## config.mk

```make
export PLATFORM = sky130hd
export DESIGN_NAME = uart_tx_flat
export DESIGN_NICKNAME = d
export VERILOG_FILES = /design/src/rtl/uart_tx_pkg.sv /design/src/rtl/uart_tx_if.sv /design/src/rtl/uart_tx_fifo.sv /design/src/rtl/uart_tx.sv /design/src/flat_wrapper.sv
export SDC_FILE = /design/constraint.sdc
export NUM_CORES = 1
export LEC_CHECK = 0
export ABC_AREA = 1
export CORE_MARGIN = 3
export CORE_UTILIZATION = 55
export CTS_CLUSTER_SIZE = 40
export DETAILED_ROUTE_END_ITERATION = 6
export PLACE_DENSITY = 0.83
export SETUP_SLACK_MARGIN = 0.2
export SYNTH_ARGS = -nofsm -noshare
export SYNTH_HDL_FRONTEND = slang
export SYNTH_HIERARCHICAL = 1
export SYNTH_SLANG_ARGS = --single-unit
```

## constraint.sdc

```tcl
create_clock -name clk -period 3.1 [get_ports clk]
set_clock_uncertainty 0.1 [all_clocks]
set_input_delay 0.775 -clock clk [delete_from_list [all_inputs] [get_ports clk]]
set_output_delay 0.775 -clock clk [all_outputs]
set_load 0.01 [all_outputs]
```

## src/rtl/uart_tx_pkg.sv

```systemverilog
// Shared UART definitions: transmitter state encoding and the baud divider arithmetic.
// The receiver imports the same package so both sides agree on timing.
package uart_tx_pkg;

    typedef enum logic [1:0] {
        ST_IDLE  = 2'd0,
        ST_START = 2'd1,
        ST_DATA  = 2'd2,
        ST_STOP  = 2'd3
    } tx_state_e;

    localparam int DATA_BITS = 8;

    function automatic int baud_divider(input int clk_freq, input int baud_rate);
        return clk_freq / baud_rate;
    endfunction

    // A divider of 1 still needs a one-bit counter to keep the vector legal.
    function automatic int baud_cnt_width(input int divider);
        return (divider > 1) ? $clog2(divider) : 1;
    endfunction

endpackage

```

## src/rtl/uart_tx_if.sv

```systemverilog
// Byte-queue port of the UART transmitter, plus status and a state debug view.
// Handshake: tx_start is valid, !tx_full is ready; a byte moves on a clk edge where both are high.
interface uart_tx_if;
    import uart_tx_pkg::*;

    logic [7:0] tx_data;
    logic       tx_start;
    logic       tx_full;
    logic       tx_empty;
    logic       tx_busy;
    tx_state_e  state;

    modport master (
        output tx_data, tx_start,
        input  tx_full, tx_empty, tx_busy, state
    );

    modport slave (
        input  tx_data, tx_start,
        output tx_full, tx_empty, tx_busy, state
    );

endinterface

```

## src/rtl/uart_tx_fifo.sv

```systemverilog
// Count-based byte FIFO; rd_data_o is the head entry, valid while empty_o is low.
// Flags decode the registered count, so a push while full is refused even if a pop happens on the same edge.
module uart_tx_fifo #(
    parameter int DEPTH = 4,
    parameter int WIDTH = 8
) (
    input  logic             clk_i,
    input  logic             rst_ni,
    input  logic             wr_en_i,
    input  logic [WIDTH-1:0] wr_data_i,
    input  logic             rd_en_i,
    output logic [WIDTH-1:0] rd_data_o,
    output logic             full_o,
    output logic             empty_o
);

    localparam int AW = (DEPTH > 1) ? $clog2(DEPTH) : 1;

    logic [WIDTH-1:0] mem_q [DEPTH];
    logic [AW-1:0]    wr_ptr_q, wr_ptr_d;
    logic [AW-1:0]    rd_ptr_q, rd_ptr_d;
    logic [AW:0]      count_q, count_d;
    logic             push, pop;

    assign full_o    = (count_q == (AW+1)'(DEPTH));
    assign empty_o   = (count_q == '0);
    assign push      = wr_en_i & ~full_o;
    assign pop       = rd_en_i & ~empty_o;
    assign rd_data_o = mem_q[rd_ptr_q];

    always_comb begin
        wr_ptr_d = wr_ptr_q;
        rd_ptr_d = rd_ptr_q;
        count_d  = count_q;
        if (push) wr_ptr_d = wr_ptr_q + 1'b1;
        if (pop)  rd_ptr_d = rd_ptr_q + 1'b1;
        case ({push, pop})
            2'b10:   count_d = count_q + 1'b1;
            2'b01:   count_d = count_q - 1'b1;
            default: count_d = count_q;
        endcase
    end

    always_ff @(posedge clk_i or negedge rst_ni) begin
        if (!rst_ni) begin
            wr_ptr_q <= '0;
            rd_ptr_q <= '0;
            count_q  <= '0;
        end else begin
            wr_ptr_q <= wr_ptr_d;
            rd_ptr_q <= rd_ptr_d;
            count_q  <= count_d;
        end
    end

    // Storage needs no reset: nothing is read until the count says it was written.
    always_ff @(posedge clk_i) begin
        if (push) mem_q[wr_ptr_q] <= wr_data_i;
    end

endmodule

```

## src/rtl/uart_tx.sv

```systemverilog
// 8N1 UART transmitter, LSB first, fed from a small byte FIFO.
// Back-to-back frames pop the next byte on the last stop cycle so no idle gap appears on the line.
module uart_tx
    import uart_tx_pkg::*;
#(
    parameter int CLK_FREQ   = 25000000,
    parameter int BAUD_RATE  = 9600,
    parameter int FIFO_DEPTH = 4
) (
    input  logic      clk,
    input  logic      rst_n,
    uart_tx_if.slave  bus,
    output logic      tx
);

    localparam int DIVIDER = baud_divider(CLK_FREQ, BAUD_RATE);
    localparam int CW      = baud_cnt_width(DIVIDER);
    localparam logic [CW-1:0] CNT_LAST = CW'(DIVIDER - 1);

    tx_state_e     state_q, state_d;
    logic [CW-1:0] cnt_q, cnt_d;
    logic [2:0]    bit_q, bit_d;
    logic [7:0]    shift_q, shift_d;
    logic          tx_q, tx_d;
    logic          pop;
    logic [7:0]    head;
    logic          fifo_full, fifo_empty;
    logic          baud_last;

    uart_tx_fifo #(
        .DEPTH (FIFO_DEPTH),
        .WIDTH (DATA_BITS)
    ) u_fifo (
        .clk_i     (clk),
        .rst_ni    (rst_n),
        .wr_en_i   (bus.tx_start),
        .wr_data_i (bus.tx_data),
        .rd_en_i   (pop),
        .rd_data_o (head),
        .full_o    (fifo_full),
        .empty_o   (fifo_empty)
    );

    assign baud_last = (cnt_q == CNT_LAST);

    // The line level is registered from the current state, so tx trails the state by one clk.
    always_comb begin
        state_d = state_q;
        cnt_d   = cnt_q;
        bit_d   = bit_q;
        shift_d = shift_q;
        tx_d    = 1'b1;
        pop     = 1'b0;
        case (state_q)
            ST_IDLE: begin
                tx_d  = 1'b1;
                cnt_d = '0;
                if (!fifo_empty) begin
                    pop     = 1'b1;
                    shift_d = head;
                    state_d = ST_START;
                end
            end
            ST_START: begin
                tx_d  = 1'b0;
                cnt_d = baud_last ? '0 : cnt_q + 1'b1;
                if (baud_last) begin
                    bit_d   = 3'd0;
                    state_d = ST_DATA;
                end
            end
            ST_DATA: begin
                tx_d  = shift_q[0];
                cnt_d = baud_last ? '0 : cnt_q + 1'b1;
                if (baud_last) begin
                    shift_d = {1'b0, shift_q[7:1]};
                    bit_d   = bit_q + 3'd1;
                    if (bit_q == 3'd7) state_d = ST_STOP;
                end
            end
            ST_STOP: begin
                tx_d  = 1'b1;
                cnt_d = baud_last ? '0 : cnt_q + 1'b1;
                if (baud_last) begin
                    if (!fifo_empty) begin
                        pop     = 1'b1;
                        shift_d = head;
                        state_d = ST_START;
                    end else begin
                        state_d = ST_IDLE;
                    end
                end
            end
            default: begin
                tx_d    = 1'b1;
                cnt_d   = '0;
                state_d = ST_IDLE;
            end
        endcase
    end

    always_ff @(posedge clk or negedge rst_n) begin
        if (!rst_n) begin
            state_q <= ST_IDLE;
            cnt_q   <= '0;
            bit_q   <= '0;
            shift_q <= '0;
            tx_q    <= 1'b1;
        end else begin
            state_q <= state_d;
            cnt_q   <= cnt_d;
            bit_q   <= bit_d;
            shift_q <= shift_d;
            tx_q    <= tx_d;
        end
    end

    assign tx           = tx_q;
    assign bus.tx_full  = fifo_full;
    assign bus.tx_empty = fifo_empty;
    assign bus.tx_busy  = (state_q != ST_IDLE) | ~fifo_empty;
    assign bus.state    = state_q;

endmodule

```

## src/flat_wrapper.sv

```systemverilog
// flat-port wrapper written by rule: the top's interface ports become plain ports
module uart_tx_flat import uart_tx_pkg::*;
#(
    parameter int CLK_FREQ   = 25000000,
    parameter int BAUD_RATE  = 9600,
    parameter int FIFO_DEPTH = 4
)
  (clk, rst_n, tx, bus_tx_data, bus_tx_start, bus_tx_full, bus_tx_empty, bus_tx_busy, bus_state);
  uart_tx_if bus_i ();
  input  logic clk;
  input  logic rst_n;
  output logic tx;
  input wire logic [$bits(bus_i.tx_data)-1:0] bus_tx_data;
  input wire logic [$bits(bus_i.tx_start)-1:0] bus_tx_start;
  output wire logic [$bits(bus_i.tx_full)-1:0] bus_tx_full;
  output wire logic [$bits(bus_i.tx_empty)-1:0] bus_tx_empty;
  output wire logic [$bits(bus_i.tx_busy)-1:0] bus_tx_busy;
  output wire logic [$bits(bus_i.state)-1:0] bus_state;
  assign bus_i.tx_data = bus_tx_data;
  assign bus_i.tx_start = bus_tx_start;
  assign bus_tx_full = bus_i.tx_full;
  assign bus_tx_empty = bus_i.tx_empty;
  assign bus_tx_busy = bus_i.tx_busy;
  assign bus_state = bus_i.state;
  uart_tx #(.CLK_FREQ(CLK_FREQ), .BAUD_RATE(BAUD_RATE), .FIFO_DEPTH(FIFO_DEPTH)) u_core (.clk(clk), .rst_n(rst_n), .bus(bus_i), .tx(tx));
endmodule
```

**Word level (Yosys, flattened, before mapping)**

Memory sizes are Yosys's and may differ from the RTL's.
Index checks and enable logic that the tools add are counted.

- Bits in registers: 33
- RAM bits: 32
- Output and inout bits: 6
- Memories: 1

Memory list:

| name | words | width | read ports | clocked after Yosys merged registers in | write ports | RTL line | text |
|---|---|---|---|---|---|---|---|
| u_core.u_fifo.mem_q | 4 | 8 | 1 | 0 | 1 | uart_tx_fifo.sv:19 | `logic [WIDTH-1:0] mem_q [DEPTH];` |

- $add $sub $neg: 6
- Eq/ne operators: 13
- Multiplexer cells: 23
- Bitwise logic cells: 5
- Reductions and logical operators: 11

Operators with widths:

| kind | count |
|---|---|
| $mux 8 | 3 |
| $pmux 12 s2 | 1 |
| $pmux 8 s3 | 1 |
| $add 12x1->12 const B | 1 |
| $eq 12x12->1 const B | 1 |
| $mux 12 | 1 |
| $pmux 3 s2 | 2 |
| $mux 2 | 5 |
| $ne 2x1->1 const B | 4 |
| $pmux 2 s4 | 1 |
| $add 3x1->3 const B | 2 |
| $eq 2x2->1 const B | 3 |
| $eq 3x3->1 const B | 2 |
| $mux 3 | 2 |
| $reduce_and 3->1 | 2 |
| $reduce_bool 2->1 | 3 |
| $mux 1 | 5 |
| $reduce_and 5->1 | 1 |
| $add 2x1->2 const B | 2 |
| $eq 2x1->1 const B | 2 |
| $logic_not 3->1 | 1 |
| $pmux 1 s3 | 1 |
| $reduce_bool 3->1 | 1 |
| $reduce_or 3->1 | 1 |
| 8 further kinds | 10 |

**Longest topological paths before layout**

Gate-level depths: netlist (run 1).

- Word-level depth: 7
- Gate-level depth with buffers: 16
- Gate-level depth less buffers: 16

**Cells and area by module**

Netlist (run 1), hierarchy kept.

By module, submodules not included:

| module | instances | cells each | area an instance (um^2) | sequential area each (um^2) |
|---|---|---|---|---|
| uart_tx_fifo | 1 | 154 | 1,751.7 | 1,136.1 |
| uart_tx | 1 | 198 | 1,505.2 | 651.9 |

**Least setup slack after synthesis (run 1)**

Ideal clock, no wire load.

- Path kind: register to register
- Start point: register u_core.state_q[0], in the netlist u_core/bus.state[0]
- End point: register u_core.u_fifo.count_q[2]
- Data arrival time: 2.180 ns
- Data required time: 2.883 ns
- Slack: 0.703 ns
- Cell stages (with the launch flop): 15
- Buffers on the path: 0
- Clock period less this slack: 2.397 ns
- Path through: dfrtp_1 -> inv_1 -> ha_1 -> inv_1 -> nand2_2 -> and3_1 -> nand2_1 -> inv_1 -> ha_1 -> inv_1 -> fa_1 -> nand2_1 -> nand3_1 -> nand2_1 -> nand2_1

- Longest elaborated chain between the ends: 5
- Elaborated cells between the ends (all ways): 8
- Classes of those cells: 3 x eq/ne; 2 x mux; 1 x bitwise; 2 x reduce/logical

RTL lines:

| what | RTL line | text |
|---|---|---|
| start, declared | uart_tx.sv:20 | `tx_state_e state_q, state_d;` |
| start signal, assigned | uart_tx.sv:110 | `state_q <= state_d;` |
| $eq 2x2->1 or $logic_not 2->1 (tied branches) | uart_tx.sv:54 | `case (state_q)` |
| $pmux 1 s2 (*) | uart_tx.sv:54 |  |
| via u_core.pop | uart_tx.sv:25 | `logic pop;` |
| $and 1x1->1 (*) | uart_tx_fifo.sv:28 | `assign pop = rd_en_i & ~empty_o;` |
| via u_core.u_fifo.pop | uart_tx_fifo.sv:23 | `logic push, pop;` |
| $eq 2x1->1 or $eq 2x2->1 (tied branches) | uart_tx_fifo.sv:37 | `case ({push, pop})` |
| $pmux 3 s2 or $reduce_bool 2->1 (tied branches) | n/a |  |
| end signal, assigned | uart_tx_fifo.sv:52 | `count_q <= count_d;` |
| end, declared | uart_tx_fifo.sv:22 | `logic [AW:0] count_q, count_d;` |

Mark *: on every way through the listed nets, which the timed path passes. The rest lies on a longest branch.
A chain may end at the register's enable or synchronous reset.

**Worst setup path in the final report (run 1)**

- Start point: register u_core.state_q[1], in the netlist u_core/bus.state[1]
- End point: output port bus_tx_busy

- Longest elaborated chain between the ends: 2

RTL lines:

| what | RTL line | text |
|---|---|---|
| $reduce_bool 2->1 | uart_tx.sv:121 | `assign bus.tx_busy = (state_q != ST_IDLE) \| ~fifo_empty;` |
| $or 1x1->1 | uart_tx.sv:121 |  |
| end, declared | flat_wrapper.sv:17 | `output wire logic [$bits(bus_i.tx_busy)-1:0] bus_tx_busy;` |

No other way between the ends.

==> impl.org, run 1 <==
** Synthesis
- Ranking of synthesized cells by area :: edfxtp_1, dfrtp_1, nand2_1
- By count the netlist is led by nand2_1, inv_1, dfrtp_1, edfxtp_1, nor2_1.
- In the post-synthesis netlist, the cell with the most instances is nand2_1.
- Syn_nets :: between 300 and 400
- In this run, synthesis inferred 32 flip-flops with an integrated enable.
- The Yosys step of the flow raised 6 warnings.
- Synthesized instance count :: 352
- The share of synthesized area in the top cell type comes to 0.2950.
- Leading area contributor after synthesis :: edfxtp_1
- Unique masters post-synth :: 31
- For this run, the register share of the synthesized area comes to 0.5490.
- Avg Inst Size Synth :: 9.252 sq um
- Share of synthesized registers carrying an async set or reset :: 0.5077
- In the synthesized netlist the dominant register cell turns out to be edfxtp_1.
- Synthesis inferred 65 register bits.
- Synthesized area :: about 0.0033 sq mm

** Worst hold path
- Hold-critical path depth :: 2
- In this run the worst hold path is classified as flop to flop.

** Setup path
- Along the worst path, the maximum fanout reaches 7.
- In this design, the stage delay of the slowest critical-path cell is 550 ps.
- Critical path arrival :: approximately 1900 ps
- Kind of cell with the highest combined delay on the critical path :: buffers and inverters
- STA classifies the critical path startpoint as a flop.
- Kind of capture point of the worst setup path :: output port
- The critical path runs through a total of 4 cells.
- For this design, the slowest cell found on the critical path is clkdlybuf4s50_1.
- Data on the critical path is required at its endpoint by 2220 ps.
- The worst register-to-register path has a depth of 14.
- Buf+Inv Stages, Crit Path :: 2
- The critical path is of the flop to output port type.
- The critical path goes through inv_1, ha_1, nand2_1, clkdlybuf4s50_1.

** Clock network
- Clock edge transition at the registers on the reported setup and hold paths :: around 80 ps
- Max H-tree Level :: 3
- The number of clock buffers added by TritonCTS is 9.
- The clock net in this run drives a total of 65 sinks.
- TritonCTS clock tree :: done
- In this run the clock root is driven by a clkbuf_8.
- Clock insertion delay at the later pin of the skew report :: approximately 350 ps
- Buffer depth of the longest clock path :: 2

** Timing
- The number of pins exceeding their max-slew limit in the final report was 0.
- Unrepaired setup endpoints after global routing :: no
- After routing, the total negative slack on setup checks comes to 0 ps.
- Final critical-path required period :: approximately 2800 ps
- Finish-stage setup viols :: 0
- For the pin with the worst max-slew slack, the measured transition is just over 500 ps.
- Hold WS :: 375.1 ps
- Maximum operating frequency :: 359.8 MHz
- Share of the cycle needed by the critical path after routing :: 0.8964
- Final count of hold timing violations :: 0
- Worst slew margin :: 0.6571

** Status
- The run finished with clean final reports.

** Die
- Cell row count :: 27
- 17 I/O pins were placed.
- Starting density of the core :: 0.5808
- Die X-Extent :: 82.95 microns
- Die height :: between 80 and 90 microns
- The floorplan step defined a die boundary enclosing 0.006881 sq mm.
- The floorplan step defined a core boundary enclosing 0.005608 sq mm.

** Global route
- Entering global routing, the biggest net connects 34 pins.
- First-pass GRT wire length :: just under 10,000 microns
- For met3 alone, demand over resource in global routing was 0.04960.
- Aggregate global routing overflow :: 0
- Top Usage Layer GRT :: met2
- For this run, the total global-route usage over all layers was measured as 0.1812.
- Vias in the first global route :: roughly 2,300
- Met2 layer usage reported by global route :: 0.2945
- For this run, global-route usage on met1 was measured as 0.2227.
- Number of antenna violations at the first check in global routing :: 0

** Pwr
- Summed over all nets, the switching power comes to between 1000 and 1500 uW.
- Worst VDD drop :: 437.8 uV
- Internal power contribution :: 2092 uW
- Switching share of power :: 0.3854
- Clock share of power :: 0.239
- Dividing total power by cell area gives a power density of 917.4 mW/mm^2.
- Sequential power share :: 0.377
- Share of total power in combinational logic :: 0.385
- Leakage power summed over all cells :: roughly 0.0018 uW

** Routing
- Routed length per placed instance :: 12.64 microns
- Via density :: 5.121
- The first TritonRoute pass finished after 4 iterations.
- The routed layout has 2,330 vias.
- For this run, design rule violations remaining after detail routing come to 0.
- Total routed wirelength :: 5749 microns
- The count of nets left with antenna violations once routing finished came out at 0.
- The first routing iteration left 160 violations.

** Placed design
- The congestion estimate from routability-driven global placement came to between 0.8 and 0.9.
- Half-perimeter wire length after detailed placement :: ~4000 microns
- Port buffer count :: 16
- Including well taps, the total number of placed cells is 439.

** Run
- Max-cap violations in this run came to 0.

** Layout
- Of the cells placed in the final design, the portion with a size suffix greater than 1 is 0.09661.
- Once layout is complete, the cells apart from fillers number 455.
- Area overhead of the layout relative to synthesis :: 13.95%
- Antenna diode instance count :: 0
- Once layout is complete, the utilization of the core stands at 0.6618.
- Number of nets in the layout :: 404
==> worst paths after layout <==
path                                           from                  endpoint  slack [ps]
max in group asynchronous                     rst_n                 u_core/tx        1840
worst min-delay path              u_core/shift_q[3]         u_core/shift_q[3]         380
min in group asynchronous                     rst_n           u_core/cnt_q[6]         730
worst min register to register    u_core/shift_q[3]         u_core/shift_q[3]         380
worst max register to register  u_core/bus.state[1]  u_core/u_fifo/count_q[2]         460
worst max-delay path            u_core/bus.state[1]               bus_tx_busy         320
==> state kept, by name, indices dropped and copies added (netlist names) <==
name / cells
u_core/bit_q: 3
u_core/bus.state: 2
u_core/cnt_q: 12
u_core/shift_q: 8
u_core/tx: 1
u_core/u_fifo/count_q: 3
u_core/u_fifo/mem_q: 32
u_core/u_fifo/rd_ptr_q: 2
u_core/u_fifo/wr_ptr_q: 2
==> repair_timing <==
item	in CTS	in global routing
resized for setup	0	1
hold buffers	0	0
setup endpoints to repair	0	1
setup buffers	0	0
==> layer usage <==
| metal | wire [microns] | vias up |
|---|---|---|
| li1 | - | 1181 |
| met1 | 2536 | 1074 |
| met2 | 2762 | 61 |
| met3 | 320 | 14 |
| met4 | 131 | 0 |
| met5 | 0 | - |
==> logic make-up after synthesis <==
| logic type | share of synthesized area |
|---|---|
| AND/OR/NAND/NOR | 0.2416 |
| flip-flops | 0.5490 |
| buffers and inverters | 0.07952 |
| AO/OA/AOI/OAI | 0.05647 |
| adder cells (fa/ha/maj) | 0.05993 |
| XOR/XNOR | 0.01345 |
==> final cells by class <==
class | count | area (sq um)
repair buffers | 21 | 197.7
multi-input cells | 228 | 1210
clock buffers | 9 | 123.9
inverters | 53 | 198.9
well taps | 72 | 90.09
flip-flops and latches | 65 | 1789
clock inverters | 7 | 101.3
fillers | 443 | 1897
==> placed cells by master, fill, tap and decap left out <==
master,netlist,layout
a21oi_1,3,3
a21oi_2,1,1
and3_1,1,1
buf_4,1,5
bufinv_16,0,2
clkbuf_8,1,9
clkdlybuf4s50_1,0,16
clkinv_4,0,1
clkinvlp_4,0,2
dfrtp_1,32,31
dfrtp_2,0,1
dfstp_2,1,1
edfxtp_1,32,32
fa_1,1,1
ha_1,14,14
inv_1,51,51
inv_2,2,2
inv_6,0,2
nand2_1,116,116
nand2_2,1,1
nand2_4,3,3
nand3_1,22,22
nand3_2,4,4
nand3b_1,1,1
nand4_1,3,3
nor2_1,24,24
nor2_2,3,3
nor3_1,1,1
nor3b_1,2,2
o211ai_1,16,16
o21a_1,1,1
o21ai_0,5,5
o21bai_1,1,1
xnor2_1,2,2
xor2_1,3,3
==> worst register-to-register path, cell delays in order (launching register included) <==
cell	delay (ps)
dfrtp_1	450
inv_1	160
ha_1	320
inv_1	140
nand2_2	140
and3_1	220
nand2_1	80
inv_1	70
ha_1	160
inv_1	70
fa_1	380
nand2_1	100
nand3_1	80
nand2_1	60
nand2_1	40
==> stage by stage <==
| step | cell area, sq um | setup slack (ps) | total power [uW] |
|---|---|---|---|
| floorplan | 3257 | 703.1 | 2294 |
| global placement | 3485 | 579.6 | 2551 |
| detailed placement | 3485 | 478.4 | 2616 |
| CTS | 3710 | 287.1 | 3438 |
| global route | 3711 | 234.4 | 3688 |
| finish | 3711 | 321.0 | 3405 |
==> power groups by stage <==
stage / clock network [uW] / registers [uW] / logic [uW]
after floorplan: 0 / 1270 / 1030
after global placement: 0 / 1290 / 1260
after detailed placement: 0 / 1300 / 1320
after CTS: 833 / 1280 / 1320
after global routing: 872 / 1310 / 1510
final: 812 / 1280 / 1310
Note: power is estimated with default switching activity, not from simulation.
==> run 2: changes to the inputs <==
--- a/config.mk
+++ b/config.mk
@@ -7,10 +7,10 @@
 export LEC_CHECK = 0
 export ABC_AREA = 1
 export CORE_MARGIN = 3
-export CORE_UTILIZATION = 55
+export CORE_UTILIZATION = 54
 export CTS_CLUSTER_SIZE = 40
 export DETAILED_ROUTE_END_ITERATION = 6
-export PLACE_DENSITY = 0.83
+export PLACE_DENSITY = 0.85
 export SETUP_SLACK_MARGIN = 0.2
 export SYNTH_ARGS = -nofsm -noshare
 export SYNTH_HDL_FRONTEND = slang
==> constraint.sdc (replaced) <==
create_clock -name clk -period 2.4 [get_ports clk]
set_clock_uncertainty 0.1 [all_clocks]
set_input_delay 0.6 -clock clk [delete_from_list [all_inputs] [get_ports clk]]
set_output_delay 0.6 -clock clk [all_outputs]
set_load 0.01 [all_outputs]
==> run 2 against run 1 <==
Final cell count grew 5.7%; global-route usage shrank 0.30 points; critical endpoint is now u_core/u_fifo/count_q[2]; combinational power grew 63%; die area grew 1.7%; critical path depth grew 10; sequential share of layout area shrank 3.2 points; setup slack lost 180 ps; register-to-register slack lost 320 ps; core utilization grew 4.0 points; via count grew 7.9%; flip-flop and latch count is the same.
==> impl.org, run 2 (synthesis gave the netlist of run 1 again) <==
** Routing
- Total iterations of the first detailed-routing run :: 4 (unchanged)
- The via density per instance came to 5.229 (+2.1%).
- Remaining design rule violation count :: 0 (unchanged)
- Detail Route Antenna Nets :: 0 (unchanged)
- The post-detailed-route wirelength per cell is 13.07 microns (+3.5%).
- DRC marker count from the first detailed-route iteration :: 131 (-18%)
- Total routed wirelength :: 6289 microns (+9.4%)
- Via Count :: 2,515 (+7.9%)

** Layout
- The area growth from synthesis to layout is 22.28%.
- The final design instance area without fill came to 0.003983 sq mm (+7.3%).
- Commonest non-fill, non-tap cell in the layout :: nand2_1
- Leading registers by flop count :: u_core/u_fifo/mem_q (32), u_core/cnt_q (12), u_core/shift_q (8)
- The flip-flop count of the largest register, all copies and words added was 32 (unchanged).
- The final net count is 430 (+6.4%).
- The antenna diode count was 0 (unchanged).
- The register with the most flip-flops in the final layout is u_core/u_fifo/mem_q.
- Leading cell types in the layout, fill and taps excluded :: nand2_1, inv_1, edfxtp_1, buf_4, dfrtp_1
- Filler cells :: 407 (-8.1%)
- Fraction of final layout cells with drive strength greater than 1 :: 0.2127 (+0.1161)

** Global route
- Number of antenna violations at the first check in global routing :: 0 (unchanged)
- First-pass GRT wire length :: 10,020 microns (+1.2%)
- The via count of the first global-routing pass is 2,292 (+1.6%).
- The global router's overall resource usage came to 0.1782 (-0.003045).
- Pin count of the biggest net entering global routing :: 34 (unchanged)
- Aggregate global routing overflow :: 0 (unchanged)

** Clock network
- The cell sitting at the root of the clock tree is a clkbuf_8.
- Buffer depth of the longest clock path :: 2 (unchanged)
- Clock sink total :: 65 (unchanged)
- Clock insertion delay at the later pin of the skew report :: 340 ps (about the same)
- Number of clock buffers inserted by TritonCTS :: 9 (unchanged)
- The clock-pin slew on the worst setup and hold paths came to 80 ps (about the same).
- TritonCTS built the clock tree.
- Max H-tree Level :: 3 (unchanged)

** Die
- The number of placement rows is 27 (unchanged).
- The number of primary I/O pins is 17 (unchanged).
- The placeable core region is 0.005675 sq mm (+1.2%).
- The initial core utilization was 0.5739 (-0.006914).
- The die boundary height was 83.66 microns (+0.86%).
- Die X-Extent :: 83.66 microns (+0.86%)
- Area of the die :: 0.006999 sq mm (+1.7%)

** Setup path
- Reg-to-reg slack, setup :: 140 ps (-320 ps)
- The peak fanout along the critical path was 5 (-2).
- Required time of the critical path :: 2520 ps (+300 ps)
- STA classifies the critical path endpoint as a flop.
- Critical path arrival :: 2370 ps (+470 ps)
- Number of cells traversed by the worst register-to-register path :: 14 (unchanged)
- Category of the worst setup path launch point :: flop
- Setup CP Type :: flop to flop

** Timing
- Final critical-path required period :: between 2000 and 2500 ps
- Based on the critical path, the design can be clocked at up to about 440 MHz.
- Worst slew margin :: 0.6849 (+0.02775)
- The transition time at the pin with the least slew margin came to 472.0 ps (-42.31 ps).
- The total count of hold-check failures in the final report came to 0 (unchanged).
- Finish-stage setup viols :: 0 (unchanged)
- Final Max Slew Viols :: 0 (unchanged)
- Dividing the final minimum period by the clock period gives 0.9396.
- Unrepaired setup endpoints after global routing :: yes
- Setup_tns :: 0 ps (unchanged)

** Placed design
- RD Place Congestion :: 0.8680 (+4.5%)
- Post-DP Area :: 0.003550 sq mm (+1.9%)
- Half-perimeter wire length after detailed placement :: 4112 microns (+2.5%)
- The count of port buffers added during placement came to 16 (unchanged).

** Worst hold path
- The tightest min-delay check is of the flop to flop type.
- The number of cells on the worst hold path was 2 (unchanged).

** Status
- The run finished with clean final reports.

** Pwr
- Cell Pwr Density :: 1185 mW/mm^2 (+29%)
- Worst VDD drop :: 733.9 uV (+68%)
- Leakage power summed over all cells :: 0.001900 uW (+8.4%)

** Run
- Max-cap violations :: 0 (unchanged)
run 2: cell types whose count changed in the layout (fill, tap and decap cells not counted), sizes merged:
cell,previous run,this run
buf,5,31
clkdlybuf4s50,16,13
clkbuf,9,11
bufinv,2,1
clkinv,1,2
clkinvlp,2,1
dlygate4sd2,0,1
dlymetal6s2s,0,1
run 2: layout make-up:
type	instances	area (sq um)	area share
Sequential cell	65	1792	0.4499
Multi-Input combinational cell	228	1310	0.3289
Timing Repair Buffer	47	389.1	0.09771
Inverter	53	206.4	0.05184
Clock buffer	10	127.6	0.03205
Tap cell	72	90.09	0.02262
Clock inverter	6	67.56	0.01697
run 2: final timing paths:
| check | start | to |
|---|---|---|
| worst max-delay path | u_core/bus.state[1] | u_core/u_fifo/count_q[2] |
| worst min-delay path | u_core/shift_q[6] | u_core/shift_q[6] |
| worst max register to register | u_core/bus.state[1] | u_core/u_fifo/count_q[2] |
| worst min register to register | u_core/shift_q[6] | u_core/shift_q[6] |
| max in group asynchronous | rst_n | u_core/cnt_q[5] |
| min in group asynchronous | rst_n | u_core/shift_q[2] |
run 2: report_power, final:
group | leakage (uW) | switching [uW] | internal, uW
clock network | 0.0000949 | 436 | 486
logic | 0.00109 | 1220 | 906
registers | 0.000715 | 188 | 1480
total | 0.00190 | 1840 | 2880
run 2: critical path, stage by stage (launching register included):
cell and delay (ps):
dfrtp_2 450, inv_4 90, ha_4 150, inv_1 80, nand2_2 90, and3_4 210, nand2_4 50, inv_2 50
ha_4 140, inv_4 40, fa_2 380, nand2_2 110, nand3_2 70, nand2_1 60, nand2_1 60
run 2: what timing repair did:
| item | in CTS | in global routing |
|---|---|---|
| pin swaps | 1 | 11 |
| gates cloned | 0 | 0 |
| hold buffers | 0 | 0 |
| resized for setup | 10 | 22 |
| setup buffers | 7 | 14 |
| setup endpoints to repair | 5 | 4 |
run 2: metal layers:
metal  GRT usage  vias to the layer above  wire length, microns
li1            -                     1239                     -
met1      0.2118                     1191                  2673
met2      0.2965                       72                  3179
met3     0.04936                       13                   351
met4     0.08772                        0                    84
met5           0                        -                     0
run 2: through the flow:
stage,hold WS (ps),setup WS [ps],total power [uW],instances,util
finish,378.0,144.9,4721,481,0.7017
global route,402.1,0.08216,5074,481,0.7017
CTS,378.1,121.9,4544,467,0.6739
detailed placement,360.0,43.24,3497,444,0.6254
global placement,340.4,155.2,3407,444,0.6254
floorplan,204.4,196.2,3009,352,-
==> run 3: changes to the inputs <==
--- a/config.mk
+++ b/config.mk
@@ -7,10 +7,11 @@
 export LEC_CHECK = 0
 export ABC_AREA = 1
 export CORE_MARGIN = 3
-export CORE_UTILIZATION = 54
+export CORE_UTILIZATION = 55
+export CTS_BUF_LIST = sky130_fd_sc_hd__clkbuf_4 sky130_fd_sc_hd__clkbuf_8
 export CTS_CLUSTER_SIZE = 40
 export DETAILED_ROUTE_END_ITERATION = 6
-export PLACE_DENSITY = 0.85
+export PLACE_DENSITY = 0.86
 export SETUP_SLACK_MARGIN = 0.2
 export SYNTH_ARGS = -nofsm -noshare
 export SYNTH_HDL_FRONTEND = slang
==> run 3 against run 2 <==
Critical path depth stayed put; routed wire length is 2.9% higher; critical endpoint unchanged; largest power group unchanged; sequential power hardly changed; highest routed layer unchanged; hold slack better by 1.3 ps.
==> impl.org, run 3 (synthesis gave the netlist of run 1 again) <==
** Worst hold path
- The number of cells on the worst hold path is 2 (unchanged).
- The min-delay analysis places its worst path in the category flop to flop.
- Hold Crit Start :: u_core/shift_q[3]
- The worst hold path terminates at u_core/shift_q[3].

** Timing
- The maximum achievable frequency was 455.5 MHz (+2.7%).
- The transition time at the pin with the least slew margin was 492.2 ps (+20.18 ps).
- The count of final setup violators is 0 (unchanged).
- Final count of hold timing violations :: 0 (unchanged)
- Share of the cycle needed by the critical path after routing :: 0.9147 (-0.02492)
- Setup_tns :: 0 ps (unchanged)
- The normalized max-slew margin is 0.6714 (-0.01348).
- Final setup slack of the worst path :: 204.7 ps (+59.81 ps)
- Final Max Slew Viols :: 0 (unchanged)
- Final critical-path required period :: 2195 ps (-59.81 ps)
- Setup repair after global routing could not meet its margin everywhere.

** Setup path
- Reg-to-reg slack, setup :: 200 ps (+60 ps)
- Standard cell with the maximum stage delay on the critical path :: dfrtp_2
- The largest incremental delay on the critical path was 420 ps (-30 ps).
- Critical path arrival :: 2330 ps (-40 ps)
- Category of the worst setup path launch point :: flop
- Required time of the critical path :: 2530 ps (about the same)
- Number of cells traversed by the worst register-to-register path :: 14 (unchanged)
- The startpoint identified for the worst register-to-register timing path is u_core/bus.state[0].
- The setup path with the least slack is of type flop to flop.
- In this design, the largest share of critical-path delay is due to adder cells.
- The peak fanout along the critical path came to 7 (+2).
- Chain of cells forming the critical path :: inv_2, ha_4, inv_1, nand2_1, and3_4, nand2_4, inv_2, ha_4, inv_4, fa_2, inv_2, nand2_1, nand4_1, nand2_1
- The logic depth of the worst path, buffers included is 14 (unchanged).
- STA classifies the critical path endpoint as a flop.
- Buf+Inv Stages, Crit Path :: 5 (+1)
- The worst register-to-register path ends at u_core/u_fifo/count_q[2].

** Routing
- DRC marker count from the first detailed-route iteration :: 146 (+11%)
- Routed length per placed instance :: 13.39 microns (+2.4%)
- The length of the first detailed-routing pass in iterations was 4 (unchanged).
- The total number of vias is 2,490 (-0.99%).
- Detail Route Antenna Nets :: 0 (unchanged)
- The via density per instance was 5.155 (-1.4%).
- Remaining design rule violation count :: 0 (unchanged)
- Total routed wirelength :: 6469 microns (+2.9%)

** Placed design
- Worst Setup Slack post-DPL :: 75.24 ps (+32.00 ps)
- The final estimated routing congestion in global placement came to 0.8158 (-6.0%).
- Port buffer count :: 16 (unchanged)
- Placed instance count :: 444 (unchanged)
- Half-perimeter wire length after detailed placement :: 4111 microns (about the same)

** Clock network
- The number of sinks on the clock net is 65 (unchanged).
- The maximum level of the CTS H-tree came to 3 (unchanged).
- Clock edge transition at the registers on the reported setup and hold paths :: 80 ps (about the same)
- Clock insertion delay at the later pin of the skew report :: 340 ps (about the same)
- Buffer depth of the longest clock path :: 2 (unchanged)
- Number of clock buffers inserted by TritonCTS :: 9 (unchanged)
- The number of buffers inserted for hold repair after clock tree synthesis was 0 (unchanged).
- TritonCTS clock tree :: done
- Library cell used as clock root buffer :: clkbuf_8

** Run
- The reported max-cap violation count is 0 (unchanged).

** Global route
- The largest net degree at the start of global routing was 34 (unchanged).
- First-pass GRT wire length :: 10,890 microns (+8.7%)
- The aggregate global routing overflow is 0 (unchanged).
- Global routing usage summed across all routing layers :: 0.1968 (+0.01860)
- The via count of the first global-routing pass came to 2,494 (+8.8%).
- The number of antenna violations at the first check in global routing is 0 (unchanged).

** Status
- Result of the run :: completed

** Pwr
- The maximum VDD drop came to 696.7 uV (-5.1%).
- The static leakage was 0.001883 uW (-0.87%).
- Cell Pwr Density :: 1189 mW/mm^2 (+0.33%)

** Die
- The die boundary height is 82.95 microns (-0.85%).
- Cell row count :: 27 (unchanged)
- The placeable core region is 0.005608 sq mm (-1.2%).
- The initial core utilization was 0.5808 (+0.006914).
- Area of the die :: 0.006881 sq mm (-1.7%)
- The number of primary I/O pins came to 17 (unchanged).
- The die width is 82.95 microns (-0.85%).

** Layout
- The share of layout cells above drive strength 1 was 0.2214 (+0.008697).
- Max reg flops :: 32 (unchanged)
- Number of nets in the layout :: 432 (+0.47%)
- The number of non-filler instances in the completed layout was 483 (+0.42%).
- From synthesis to final layout, the design area changed by 22.55%.
- Commonest non-fill, non-tap cell in the layout :: nand2_1
- Register with the highest flop count :: u_core/u_fifo/mem_q
- The library cells used most frequently in the layout, excluding fill and tap cells, are nand2_1, inv_1, buf_4, edfxtp_1, dfrtp_1.
- The antenna diode count came to 0 (unchanged).
- The largest registers in the layout are u_core/u_fifo/mem_q (32), u_core/cnt_q (12), u_core/shift_q (8).
-- run 3: cell count changes in the layout (fill, tap and decap cells not counted), sizes merged --
cell / previous run / this run
buf: 31 / 33
clkbuf: 11 / 10
inv: 55 / 54
dlymetal6s2s: 1 / 0
clkinvlp: 1 / 2
dlygate4sd2: 1 / 3
-- run 3: what timing repair did --
| item | CTS | global route |
|---|---|---|
| setup endpoints to repair | 5 | 3 |
| pin swaps | 9 | 9 |
| buffers inserted | 9 | 14 |
| resized for setup | 19 | 10 |
-- run 3: worst max path at each step --
stage / startpoint / to / slack, ps
6_report: u_core/bus.state[0] / u_core/u_fifo/count_q[2] / 200
5_1_grt: u_core/cnt_q[8] / u_core/u_fifo/count_q[2] / 60
4_1_cts: u_core/cnt_q[0] / u_core/u_fifo/count_q[2] / 180
3_5_place_dp: u_core/cnt_q[0] / u_core/u_fifo/count_q[2] / 80
3_3_place_gp: u_core/cnt_q[0] / u_core/u_fifo/count_q[2] / 160
2_1_floorplan: u_core/cnt_q[0] / u_core/u_fifo/count_q[2] / 200
-- run 3: cell type report --
type | count | area, sq um
Fill cell | 408 | 1617
Tap cell | 72 | 90.09
Timing Repair Buffer | 49 | 404.1
Sequential cell | 65 | 1792
Clock inverter | 6 | 67.56
Multi-Input combinational cell | 228 | 1303
Clock buffer | 10 | 131.4
Inverter | 53 | 203.9
-- run 3: power breakdown --
part	total [uW]	switching, uW	internal, uW
registers	1670	182	1490
logic	2150	1240	907
clock network	929	434	494
total	4750	1860	2890
-- run 3: tightest hold or removal path: cells and delay by family (launching register included) --
kind	cells	cell delay (ps)
flip-flops	1	350
AND/OR/NAND/NOR	2	100
-- run 3: per-stage QoR --
step | hold WS, ps | area (sq um) | power [uW] | utilization
2_1_floorplan | 204.4 | 3284 | 3009 | -
3_3_place_gp | 340.3 | 3550 | 3411 | 0.6330
3_5_place_dp | 361.9 | 3550 | 3491 | 0.6330
4_1_cts | 380.8 | 3865 | 4600 | 0.6892
5_1_grt | 399.9 | 3991 | 5130 | 0.7117
6_report | 379.2 | 3991 | 4747 | 0.7117
-- run 3: metal layers --
| layer | GRT usage | vias up | wire length (microns) |
|---|---|---|---|
| met1 | 0.2313 | 1194 | 2777 |
| met2 | 0.3382 | 44 | 3385 |
| li1 | - | 1241 | - |
| met5 | 0 | - | 0 |
| met3 | 0.04861 | 11 | 206 |
| met4 | 0.09064 | 0 | 99 |
